File: src/rtl/bg_control_unit.sv
// Frame sequencer for the background-removal PE array: sum phase, average, bg-removal phase.
// Latency: Start to Done is about 10 cycles plus the PE sum/removal times and NUM_PE reduction cycles.
// Backpressure: waits on the PE done/idle vectors; a watchdog drops into a sticky ERR if they stall.
module bg_control_unit #(
  parameter int NUM_PE     = 4,
  parameter int LOG2_TOTAL = 2,
  parameter int SUM_W      = 9,
  parameter int TIMEOUT    = 255
) (
  input  logic                    Clk,
  input  logic                    Reset,
  input  logic                    Start,
  input  logic [NUM_PE-1:0]       pe_Qi,
  input  logic [NUM_PE-1:0]       pe_Qsd,
  input  logic [NUM_PE-1:0]       pe_Qbgd,
  input  logic [NUM_PE*SUM_W-1:0] pe_red_sum,
  input  logic [NUM_PE*SUM_W-1:0] pe_green_sum,
  input  logic [NUM_PE*SUM_W-1:0] pe_blue_sum,
  output logic                    Start_Sum,
  output logic                    Start_BgRemoval,
  output logic                    Ack,
  output logic [8:0]              red_exp,
  output logic [8:0]              green_exp,
  output logic [8:0]              blue_exp,
  output logic                    Busy,
  output logic                    Done,
  output logic                    Err
);

  localparam int ACC_W = SUM_W + LOG2_TOTAL;
  localparam int IDX_W = $clog2(NUM_PE);
  localparam int WD_W  = ($clog2(TIMEOUT + 1) > 8) ? $clog2(TIMEOUT + 1) : 8;

  typedef enum logic [10:0] {
    S_IDLE      = 11'b000_0000_0001,
    S_SUM_START = 11'b000_0000_0010,
    S_SUM_WAIT  = 11'b000_0000_0100,
    S_ACCUM     = 11'b000_0000_1000,
    S_AVG       = 11'b000_0001_0000,
    S_SUM_ACK   = 11'b000_0010_0000,
    S_BG_START  = 11'b000_0100_0000,
    S_BG_WAIT   = 11'b000_1000_0000,
    S_BG_ACK    = 11'b001_0000_0000,
    S_DONE      = 11'b010_0000_0000,
    S_ERR       = 11'b100_0000_0000
  } state_t;

  state_t             r_state;
  state_t             w_next;
  logic [WD_W-1:0]    r_wdog;
  logic [IDX_W-1:0]   r_idx;
  logic [ACC_W-1:0]   r_acc_r, r_acc_g, r_acc_b;
  logic [7:0]         r_exp_r, r_exp_g, r_exp_b;
  logic [SUM_W-1:0]   w_sel_r, w_sel_g, w_sel_b;
  logic               w_wd_exp;
  logic               w_in_wait;

  // Divide the accumulated sum by the pixel count and clamp to an 8-bit colour.
  function automatic logic [7:0] avg_sat(input logic [ACC_W-1:0] acc);
    logic [ACC_W-1:0] q;
    q = acc >> LOG2_TOTAL;
    return (q > ACC_W'(255)) ? 8'hFF : q[7:0];
  endfunction

  assign w_wd_exp  = (r_wdog == WD_W'(TIMEOUT));
  assign w_in_wait = (r_state == S_SUM_WAIT) || (r_state == S_SUM_ACK) ||
                     (r_state == S_BG_WAIT)  || (r_state == S_BG_ACK);

  // State register.
  always_ff @(posedge Clk) begin
    if (Reset) r_state <= S_IDLE;
    else       r_state <= w_next;
  end

  // Next-state logic; a completing done vector beats a simultaneous watchdog expiry.
  always_comb begin
    w_next = r_state;
    case (r_state)
      S_IDLE:      if (Start) w_next = S_SUM_START;
      S_SUM_START: w_next = S_SUM_WAIT;
      S_SUM_WAIT:  if (&pe_Qsd) w_next = S_ACCUM;
                   else if (w_wd_exp) w_next = S_ERR;
      S_ACCUM:     if (r_idx == IDX_W'(NUM_PE - 1)) w_next = S_AVG;
      S_AVG:       w_next = S_SUM_ACK;
      S_SUM_ACK:   if (&pe_Qi) w_next = S_BG_START;
                   else if (w_wd_exp) w_next = S_ERR;
      S_BG_START:  w_next = S_BG_WAIT;
      S_BG_WAIT:   if (&pe_Qbgd) w_next = S_BG_ACK;
                   else if (w_wd_exp) w_next = S_ERR;
      S_BG_ACK:    if (&pe_Qi) w_next = S_DONE;
                   else if (w_wd_exp) w_next = S_ERR;
      S_DONE:      w_next = S_IDLE;
      S_ERR:       w_next = S_ERR;
      default:     w_next = S_IDLE;
    endcase
  end

  // Watchdog: restarts on every state change, counts while parked in a wait state.
  always_ff @(posedge Clk) begin
    if (Reset)                     r_wdog <= '0;
    else if (w_next != r_state)    r_wdog <= '0;
    else if (w_in_wait)            r_wdog <= r_wdog + 1'b1;
  end

  // Select the sums of the PE currently being reduced.
  always_comb begin
    w_sel_r = '0;
    w_sel_g = '0;
    w_sel_b = '0;
    for (int k = 0; k < NUM_PE; k++) begin
      if (r_idx == IDX_W'(k)) begin
        w_sel_r = pe_red_sum[k*SUM_W +: SUM_W];
        w_sel_g = pe_green_sum[k*SUM_W +: SUM_W];
        w_sel_b = pe_blue_sum[k*SUM_W +: SUM_W];
      end
    end
  end

  // Serial reduction of per-PE sums, one PE per cycle; cleared while waiting for the sums.
  always_ff @(posedge Clk) begin
    if (Reset || (r_state == S_SUM_WAIT)) begin
      r_idx   <= '0;
      r_acc_r <= '0;
      r_acc_g <= '0;
      r_acc_b <= '0;
    end else if (r_state == S_ACCUM) begin
      r_idx   <= r_idx + 1'b1;
      r_acc_r <= r_acc_r + ACC_W'(w_sel_r);
      r_acc_g <= r_acc_g + ACC_W'(w_sel_g);
      r_acc_b <= r_acc_b + ACC_W'(w_sel_b);
    end
  end

  // Expected background colour, captured once per frame and held until the next AVG.
  always_ff @(posedge Clk) begin
    if (Reset) begin
      r_exp_r <= '0;
      r_exp_g <= '0;
      r_exp_b <= '0;
    end else if (r_state == S_AVG) begin
      r_exp_r <= avg_sat(r_acc_r);
      r_exp_g <= avg_sat(r_acc_g);
      r_exp_b <= avg_sat(r_acc_b);
    end
  end

  // Outputs decode straight from the one-hot state flops, so they are glitch-free.
  assign Start_Sum       = (r_state == S_SUM_START);
  assign Start_BgRemoval = (r_state == S_BG_START);
  assign Ack             = (r_state == S_SUM_ACK) || (r_state == S_BG_ACK) || (r_state == S_ERR);
  assign Busy            = (r_state != S_IDLE);
  assign Done            = (r_state == S_DONE);
  assign Err             = (r_state == S_ERR);
  assign red_exp         = {1'b0, r_exp_r};
  assign green_exp       = {1'b0, r_exp_g};
  assign blue_exp        = {1'b0, r_exp_b};

endmodule

File: config.mk
export PLATFORM = sky130hd
export DESIGN_NAME = bg_control_unit
export DESIGN_NICKNAME = d
export VERILOG_FILES = /design/src/rtl/bg_control_unit.sv
export SDC_FILE = /design/constraint.sdc
export NUM_CORES = 1
export LEC_CHECK = 0
export ABC_AREA = 1
export BUFFER_PORTS_ARGS = -buffer_cell sky130_fd_sc_hd__buf_2
export CORE_MARGIN = 2
export CORE_UTILIZATION = 45
export DETAILED_ROUTE_END_ITERATION = 12
export GPL_ROUTABILITY_DRIVEN = 0
export PLACE_DENSITY = 0.72
export REMOVE_ABC_BUFFERS = 1
export SYNTH_ARGS = -nofsm -noshare
export SYNTH_HDL_FRONTEND = slang
export SYNTH_SLANG_ARGS = --single-unit
File: constraint.sdc
create_clock -name Clk -period 8.8 [get_ports Clk]
set_clock_uncertainty 0.2 [all_clocks]
set_input_delay 0.88 -clock Clk [delete_from_list [all_inputs] [get_ports Clk]]
set_output_delay 0.88 -clock Clk [all_outputs]
set_load 0.1 [all_outputs]
# After elaboration in Yosys (flattened, before gate mapping)
# Cells that the tools add are included.
# totals
ff_bits	78
inputBits	123
# op_classes
add_sub_neg	5
order_cmp	3
reduce_logical	11
eq_ne	17
muxes	23
# op_table
cell	count
$pmux 11 s10	1
$mux 9	12
$mux 11	7
$add 11x9->11	3
$gt 9x8->1 const B	3
$mux 8	3
$reduce_and 4->1	3
$eq 11x1->1 const B	1
$eq 11x10->1 const B	1
$eq 11x11->1 const B	1
$eq 11x2->1 const B	1
$eq 11x3->1 const B	1
$eq 11x4->1 const B	1
$eq 11x5->1 const B	1
$eq 11x6->1 const B	1
$eq 11x7->1 const B	1
$eq 11x8->1 const B	1
$eq 11x9->1 const B	1
$ne 11x1->1 const B	1
$ne 11x11->1	1
$add 8x1->8 const B	1
$eq 8x8->1 const B	1
$logic_or 1x1->1	6
$eq 2x2->1 const B	2
other kinds (4)	4

# Logic depth before layout (Yosys ltp)
# depth
word_depth	6
mapped_depth	21
ltp_nobuf	19

# Least setup slack after synthesis
# No wires, ideal clock.
# synth_path
kind	reg-to-output
from	register r_state[0]
to	output Done
arrival_ps	3694
n_path_buf	0
required_time_ps	7720
path_stages_with_launch	6
path_slack_ps	4026
path_cell_list	dfxtp_1 > nor2_1 > nand2_2 > nor2_1 > inv_1 > nor4_1
# synth_via
elab_chain_len	1
# synth_rtl
element	line	text
from (decl)	48	state_t r_state;
from (signal assigned)	72	else r_state <= w_next;
$eq 11x10->1	152	assign Done = (r_state == S_DONE);
to (decl)	26	output logic Done,
# No other way between the ends.

# Worst setup path after layout
# layout_path
from	register r_idx[0]
to	register r_acc_g[10]
# layout_via
elab_chain_len	6
# layout_rtl
element	line	text
from (decl)	51	logic [IDX_W-1:0] r_idx;
from (signal assigned)	127	r_idx <= r_idx + 1'b1;
$logic_not 2->1	111	if (r_idx == IDX_W'(k)) begin
$mux 9 (3 in series)	111	
$mux 9 *	111	
$add 11x9->11 *	129	r_acc_g <= r_acc_g + ACC_W'(w_sel_g);
to (signal assigned)	129	
to (decl)	52	logic [ACC_W-1:0] r_acc_r, r_acc_g, r_acc_b;
# Mark *: on every way between the ends. The rest lies on a longest branch, timed or not.
# A chain may end at the register's enable or synchronous reset.

==> results_dict.tcl <==
set metrics [dict create \
    io_buffer_count 152 \
    arrival_ns 4.48 \
    cts_tree "done" \
    setup_tns_ns 0 \
    r2r_slack_ns 4.41 \
    grt_use_total_pct 24.4 \
    antenna_found_initial 0 \
    rows 40 \
    fp.dieW_um 114 \
    finalPower_uw 878 \
    intPower_uw 648 \
    clkTransAtPathRegs_ns 0.07 \
    start_util_pct 45.7 \
    synthesis.area_um2 5420 \
    synth-xor-area-share_pct 4.04 \
    viasPerCell 5.28 \
    drc_errors 0 \
    p_comb_share_pct 11.8 \
    final_common_cell "buf_2" \
    synth_edf_count 0 \
    cts_hold_buf 0 \
    relSlewSlack_pct 28.4 \
    synth_warnings 0 \
    period_share_pct 49.9 \
    sw_frac_of_total_pct 26.1 \
    cp_max_fo 28 \
    postSynth.asyncResetShare_pct 0 \
    clock_path_buffers 2 \
    pwr-share-clk_pct 47.8 \
    clkSinkCount 78 \
    synth.avg_cell_area_um2 6.52 \
    synthFlopType "dfxtp_1" \
    ys_ff_latch 78 \
    wl_per_cell_um 14.1 \
    routed-via-count 5856 \
    drtPass1Iterations 5 \
    nets 1116 \
    reg2reg_depth 17 \
    hp-class "reg2reg" \
    synth-compound-area-share_pct 20.1 \
    power_frac_seq_pct 40.4 \
    ant_nets 0 \
    critPathLaunchType "flip-flop" \
    crit_required_ns 8.88 \
    leakagePower_uw 0.00333 \
    diodes 0 \
    final-max-slew-violation-count 0 \
    rsz0062_at_grt "no" \
    critical_path_class "reg2reg" \
    ctsHtreeMaxLevel 3 \
    drive_gt1_share_pct 20.1 \
    final_cell_mix "152 x buf_2, 139 x nor2_1, 106 x nand2_1" \
    routed_wl_mm 15.6 \
    dp_hpwl_mm 11.4 \
    power_switching_uw 229 \
    synth_adder_area_share_pct 8.49 \
    crit_path_end "r_acc_g[10]" \
    rr_startpoint "r_idx[0]" \
    yosysSeqAreaShare_pct 28.8 \
    synthCells 832 \
    ctsResizeCount 0 \
    outcome "complete, no violations" \
    synthSimpleGateAreaFrac_pct 30.2 \
    synthDistinctLibCells 40 \
    worst_pin_slew_ns 1.07 \
    cts_buffers 9 \
    cap_violations 0 \
    fmax_mhz 228 \
    die_h_um 114 \
    insertion_delay_ns 0.35 \
    postCtsSetupBuffers 0 \
    synthMuxAreaShare_pct 0.185 \
    die_area_um2 12900 \
    synth_top_family_by_area "simple AND/OR/NAND/NOR gates" \
    period_needed_ns 4.39 \
    crit_path_end_kind "flip-flop" \
    core_area_um2 11900 \
    grt_overflow 0 \
    setup_viol 0 \
    grt_pass1_vias 5347 \
    hold_viol_final 0 \
    drtIter0Drc 411 \
    ios 156 \
    ir_drop_mv 0.108 \
    powerDensity_nw_per_um2 134 \
    grt_start_max_net_pins 50 \
    synthToLayoutAreaGrowth_pct 20.8 \
    r2r-end "r_acc_g[10]" \
    cts-root-buf "clkbuf_16" \
    crit_start "r_idx[0]" \
    grt_pass1_wl_mm 25.5 \
]
state kept, by name (all words and copies together) (netlist names):
| name | flops |
|---|---|
| r_exp_b | 8 |
| r_idx | 2 |
| r_wdog | 8 |
| r_exp_g | 8 |
| r_acc_r | 11 |
| r_exp_r | 8 |
| r_acc_b | 11 |
| r_state | 11 |
| r_acc_g | 11 |
stage by stage:
step                      cells  setup WS (ns)  area, um^2  hold slack, ns  utilization [%]
after detailed placement   1094           4.45        6220           0.257             52.4
after global placement     1094           4.62        6220           0.249             52.4
after floorplan             792           4.03        5250           0.239                -
final                      1110           4.41        6550           0.263             55.2
after CTS                  1110           4.43        6550           0.266             55.2
after global routing       1110           4.00        6550           0.276             55.2
Yosys cell counts (2+ instances only):
cell type | n | area, um^2
a21o_1 | 4 | 30.0
a21oi_1 | 99 | 495
a22oi_1 | 3 | 22.5
a31oi_1 | 2 | 12.5
buf_1 | 4 | 15.0
buf_2 | 7 | 35.0
buf_4 | 3 | 22.5
clkbuf_1 | 28 | 105
dfxtp_1 | 78 | 1560
fa_1 | 3 | 60.1
ha_1 | 32 | 400
inv_1 | 68 | 255
nand2_1 | 106 | 398
nand2_2 | 9 | 56.3
nand3_1 | 58 | 290
nand3b_1 | 2 | 15.0
nand4_1 | 14 | 87.6
nor2_1 | 139 | 522
nor2_2 | 2 | 12.5
nor2_4 | 5 | 56.3
nor3_1 | 30 | 150
o2111ai_1 | 2 | 17.5
o21ai_0 | 92 | 460
o31ai_1 | 2 | 15.0
or2_2 | 2 | 12.5
xnor2_1 | 12 | 105
xor2_1 | 13 | 114
area by class of cell:
| class | instances | area (um^2) |
|---|---|---|
| clock inverters | 7 | 106 |
| fillers | 1150 | 5310 |
| flip-flops and latches | 78 | 1560 |
| clock buffers | 9 | 225 |
| inverters | 70 | 263 |
| multi-input cells | 644 | 3430 |
| well taps | 147 | 184 |
| repair buffers | 155 | 783 |
power by group through the flow:
stage / sequential (uW) / combinational [uW] / clock (uW)
finish: 355 / 103 / 420
global route: 355 / 114 / 436
CTS: 355 / 103 / 426
detailed placement: 363 / 102 / 0
global placement: 363 / 102 / 0
floorplan: 363 / 59.6 / 0
kinds of logic after synthesis:
logic type | after synthesis
and+or+nand+nor | 371
AOI/OAI and AO/OA | 209
buffers and inverters | 112
DFF | 78
adders and majority gates | 35
xor gates and xnor gates | 25
other | 1
muxes | 1
per-layer routing:
metal	up-vias	GRT usage, %	part of all wire (%)
met5	-	0	0
met4	0	5.53	1.3
met3	19	5.31	7.0
met2	201	41.1	46
met1	2596	32.3	45
li1	3040	-	-
worst max-delay path: stages (launching register included):
cell and delay, ns:
dfxtp_1 0.38, inv_1 0.09, ha_1 0.56, inv_1 0.75, o21ai_0 0.24, a21oi_1 0.20
ha_1 0.21, inv_1 0.08, fa_1 0.40, o21ai_0 0.28, a21oi_1 0.16, o21ai_0 0.28
a21oi_1 0.10, nor2_1 0.09, nand2_1 0.07, nand2_1 0.09, nand2_1 0.05, nor2_1 0.08
worst min-delay path by stage:
| stage | startpoint | end | cells after the start |
|---|---|---|---|
| floorplan | r_acc_b[9] | r_acc_b[9] | 2 |
| global placement | r_acc_b[9] | r_acc_b[9] | 2 |
| detailed placement | r_acc_b[9] | r_acc_b[9] | 2 |
| CTS | r_acc_b[9] | r_acc_b[9] | 2 |
| global route | r_acc_g[9] | r_acc_g[9] | 2 |
| finish | r_acc_b[9] | r_acc_b[9] | 2 |
Note: power is estimated with default switching activity, not from simulation.
